[src/rtl/mpc.sv]
// Micro-program control mini-ALU: decodes an 18-bit instruction into func/A/B
// and registers a 9-bit result (bit 8 carry/borrow) with single-cycle latency.
module mpc (
  input  logic        clk,
  input  logic        rst_n,
  input  logic [17:0] instr,
  output logic [8:0]  out
);

  typedef enum logic [1:0] {
    F_ADD = 2'b00,
    F_SUB = 2'b01,
    F_AND = 2'b10,
    F_OR  = 2'b11
  } func_e;

  typedef struct packed {
    func_e      func;
    logic [7:0] a;
    logic [7:0] b;
  } instr_t;

  instr_t     dec;
  logic [8:0] r;

  assign dec = instr_t'(instr);

  // 9-bit arithmetic: the extra bit is carry on ADD and borrow on SUB.
  always_comb begin
    r = 9'd0;
    case (dec.func)
      F_ADD: r = {1'b0, dec.a} + {1'b0, dec.b};
      F_SUB: r = {1'b0, dec.a} - {1'b0, dec.b};
      F_AND: r = {1'b0, dec.a & dec.b};
      F_OR:  r = {1'b0, dec.a | dec.b};
      default: r = 9'd0;
    endcase
  end

  always_ff @(posedge clk or negedge rst_n) begin
    if (!rst_n) out <= 9'd0;
    else        out <= r;
  end

endmodule

[config.mk]
export PLATFORM = sky130hd
export DESIGN_NAME = mpc
export DESIGN_NICKNAME = d
export VERILOG_FILES = /design/src/rtl/mpc.sv
export SDC_FILE = /design/constraint.sdc
export NUM_CORES = 1
export LEC_CHECK = 0
export ABC_AREA = 0
export BUFFER_PORTS_ARGS = -buffer_cell sky130_fd_sc_hd__buf_4
export CORE_MARGIN = 8
export CORE_UTILIZATION = 45
export DETAILED_ROUTE_END_ITERATION = 16
export GPL_TIMING_DRIVEN = 0
export PLACE_DENSITY = 0.71
export SLEW_MARGIN = 40
export SYNTH_ARGS = -nofsm -noshare
export SYNTH_HDL_FRONTEND = slang
export SYNTH_SLANG_ARGS = --single-unit
[constraint.sdc]
create_clock -name clk -period 0.9 [get_ports clk]
set_input_delay 0.135 -clock clk [delete_from_list [all_inputs] [get_ports clk]]
set_output_delay 0.135 -clock clk [all_outputs]
set_load 0.03 [all_outputs]
Word-level counts from Yosys, hierarchy flattened:

Index checks and enable logic that the tools add are counted.

* add/sub/neg operators: 2
* equality and inequality tests: 3
* mux-type cells: 1
* bitwise logic cells: 2
* reductions and logical operators: 1

Operators with widths (count)
* case mux 9 bit (4 select lines): 1
* adder 8 x 8 -> 9 bit: 1
* subtractor 8 x 8 -> 9 bit: 1
* bitwise AND 8 bit: 1
* bitwise OR 8 bit: 1
* equality test 2 bit (second input constant): 2
* equality test 2 x 1 -> 1 bit (second input constant): 1
* zero test 2 bit: 1

* register bits: 9
* input bits: 20
* output and inout port bits: 9

Longest topological paths before layout:

* word-level depth: 2
* gate-level depth with buffers: 10

Least setup slack after synthesis:

Ideal clock, no wire load.

* kind: input to register
* start: input instr[3]
* end: register out[7]
* setup time: 0.104 ns
* data arrival time: 1.858 ns
* required time: 0.796 ns
* slack: -1.062 ns
* stages on the path: 9
* buffers on the path: 0
* cell sequence: nor2_1 > nor4b_1 > nor2_1 > xnor2_1 > ha_1 > a21oi_1 > nand2_1 > o2111a_1 > a221oi_1

* longest elaborated chain between the ends: 2

RTL lines
* start: declaration: line 6 `input logic [17:0] instr,`
* subtractor 8 x 8 -> 9 bit / adder 8 x 8 -> 9 bit (equally long branches): line 33, 32
* case mux 9 bit (4 select lines) *: line 31 `case (dec.func)`
* via r[7]: line 24 `logic [8:0] r;`
* end signal: assignment: line 42 `else out <= r;`
* end: declaration: line 7 `output logic [8:0] out`

Mark *: on every way through the listed nets, which the timed path passes. The rest lies on a longest branch.

Worst setup path after layout:

Ends and elaborated chain as after synthesis.

==> run_results.csv <==
group,metric,value,unit
detailed_routing,wl_per_cell,14.4,um
clock_network,clock_sinks,9,
critical_path,crit_path_end_kind,"flip-flop",
power_and_ir_drop,power_frac_comb,61.5,%
place,dp_hpwl,1.89,mm
floorplan,design.die.area,3890,um2
grt,antenna_found_initial,0,
outcome,outcome,"finished, violations left",
clock_network,numCtsBuffers,3,
floorplan,initial_utilization,48.2,%
logic_synthesis,synth_area,966,um2
floorplan,die_x,62.3,um
logic_synthesis,yosysTopAreaCell,"dfrtp_1",
layout,fin_cells,186,
floorplan,die_h,62.3,um
logic_synthesis,synth_edf_count,0,
layout,syn2layout_area_growth,64.1,%
logic_synthesis,syn_area_per_cell,8.94,um2
sta,period_share,198,%
place,dp.cells,161,
power_and_ir_drop,p_sw,0.000767,W
sta,slew_viol_final,0,
logic_synthesis,yosys.cell_types.count,35,
sta,hold_violations,0,
clock_network,clk_path_buf_depth,2,
power_and_ir_drop,swShare,37.3,%
critical_path,crit_chain,"buf_8 -> nor2_4 -> nor4b_4 -> nor2_1 -> xnor2_1 -> ha_1 -> a21oi_2 -> nand2_1 -> o2111a_1 -> a221oi_2",
power_and_ir_drop,p_leak,0.715,nW
detailed_routing,route.detailed.drc,0,
logic_synthesis,ys_seq_area_share,23.3,%
critical_path,slowest_stage,"ha_1",
layout,largest_reg_flops,9,
critical_path,start_kind,"input pin",
logic_synthesis,synth_warnings,0,
detailed_routing,antenna_left,0,
layout,antenna_cells,0,
grt,grt_max_degree,11,
sta,setup_violations,8,
sta,rsz0062_at_grt,"yes",
sta,relSlewSlack,70.7,%
clock_network,clock_tree.root_cell,"clkbuf_4",
place,io_buffers,26,
logic_synthesis,synth_area_leaders,"dfrtp_1 23%, ha_1 14%, xnor2_1 7.3%",
grt,grt_pass1_wl,4.04,mm
power_and_ir_drop,power.share.sequential,24.5,%
detailed_routing,routed-via-count,990,
critical_path,required,1.05,ns
logic_synthesis,async_flop_share,100,%
layout,layout_common_cells,"31 x buf_4, 14 x buf_6, 10 x nor2_1, 10 x ha_1, 9 x dfrtp_1",
power_and_ir_drop,ir_worst_vdd,0.752,mV
critical_path,slowest_delay,0.37,ns
logic_synthesis,ys_ff_latch,9,
layout,largest-register,"out",
power_and_ir_drop,p_int,0.00129,W
sta,fmax,560,MHz
floorplan,ios,29,
power_and_ir_drop,clock_power_share,14.0,%
critical_path,path_delay_family,"compound AO/OA/AOI/OAI gates",
logic_synthesis,yosysTopAreaCellShare,23.3,%
logic_synthesis,syn-num-nets,140,
power_and_ir_drop,powerDensity,1300,nW/um2
grt,overflow,0,
place,gp_congestion,0.756,
critical_path,cp_data_arrival_time,1.93,ns
layout,nNetsFinal,192,
floorplan,core_area,2000,um2
clock_network,cts_tree,"done",
grt,grtUsageTotal,12.3,%
clock_network,htreeDepth,1,
floorplan,placementRows,16,
sta,worstMarginPinSlew,0.440,ns
place,post-place-ws,-1.37,ns
critical_path,path_class,"in -> reg",
detailed_routing,drt_iter0_drc,19,
sta,setup_tns,-5.78,ns
outcome,violations,"setup timing",
critical_path,critPathBufInv,1,
run,max_cap_violations,0,
sta,period_minus_slack,1.79,ns
layout,largest_registers,"out (9)",
detailed_routing,via_per_inst,5.32,
critical_path,cp_max_fo,4,
detailed_routing,wirelength,2.68,mm
logic_synthesis,syn_inst,108,
detailed_routing,first_pass_iters,4,
grt,first_global_vias,943,
hold_path,hold_path_class,"in -> async",
clock_network,cts.clk_slew.worst_paths,0.06,ns
layout,drive_above_1_share,47.8,%
sta,worst_slack,-0.886,ns
layout,final_common_cell,"buf_4",
logic_synthesis,synth_flop_cell,"dfrtp_1",
[stage by stage]
stage | hold WS (ns) | utilization, % | cell area [um2] | power, W
floorplan | -0.161 | - | 1010 | 0.00116
detailed placement | -0.0398 | 62.1 | 1240 | 0.00146
finish | 0.238 | 79.2 | 1590 | 0.00206
global placement | -0.0439 | 62.1 | 1240 | 0.00143
global route | 0.230 | 79.2 | 1590 | 0.00220
CTS | 0.228 | 75.6 | 1510 | 0.00198
[power groups by stage]
stage | Combinational, W | Clock, W | Sequential [W]
floorplan | 0.000512 | 0 | 0.000646
global placement | 0.000937 | 0 | 0.000498
global route | 0.00135 | 0.000341 | 0.000510
detailed placement | 0.000959 | 0 | 0.000498
CTS | 0.00117 | 0.000302 | 0.000504
finish | 0.00127 | 0.000288 | 0.000503
[kinds of logic after synthesis]
| logic type | share of synthesized area [%] |
|---|---|
| xor gates and xnor gates | 8.16 |
| buffers and inverters | 6.22 |
| DFF | 23.3 |
| AOI/OAI and AO/OA | 21.9 |
| muxes | 3.24 |
| and+or+nand+nor | 14.6 |
| adders and majority gates | 22.5 |
[final cells by class]
cell class | instances | area (um2)
multi-input combinational | 89 | 803
fill | 127 | 417
sequential | 9 | 225
tap | 27 | 33.8
timing repair buffer | 47 | 419
clock buffer | 4 | 26.3
buffer | 4 | 55.1
inverter | 6 | 22.5
[Yosys cell counts, drive strengths merged (2+ instances only)]
| master | count |
|---|---|
| maj3 | 6 |
| nor2b | 2 |
| a21o | 2 |
| o211ai | 4 |
| nor2 | 13 |
| o21ai | 7 |
| a21oi | 8 |
| inv | 6 |
| ha | 11 |
| nor3 | 3 |
| buf | 3 |
| xnor2 | 8 |
| nand2 | 5 |
| mux2i | 2 |
| o21a | 3 |
| dfrtp | 9 |
[final timing paths]
kind / startpoint / end / slack [ns] / depth (start not counted)
max in group asynchronous: rst_n / out[7]$_DFF_PN0_ / 0.54 / 2
min in group clk: instr[17] / out[3]$_DFF_PN0_ / 0.25 / 3
setup / recovery: instr[3] / out[7]$_DFF_PN0_ / -0.89 / 10
hold / removal: rst_n / out[0]$_DFF_PN0_ / 0.24 / 2
[repair_timing]
item,in CTS,in global routing
hold buffers,1,0
pin swaps,21,16
hold endpoints to repair,9,0
buffers inserted,16,4
resized for setup,26,10
endpoints found under the setup margin,17,17
[metal layers]
layer  global-route usage, %  wire [um]  vias up
li1                        -          -      493
met1                    13.3       1080      468
met2                    22.0       1420       27
met3                    3.23        158        2
met4                    5.13         18        0
met5                       0          0        -
Power figures use the tool's default switching activity.
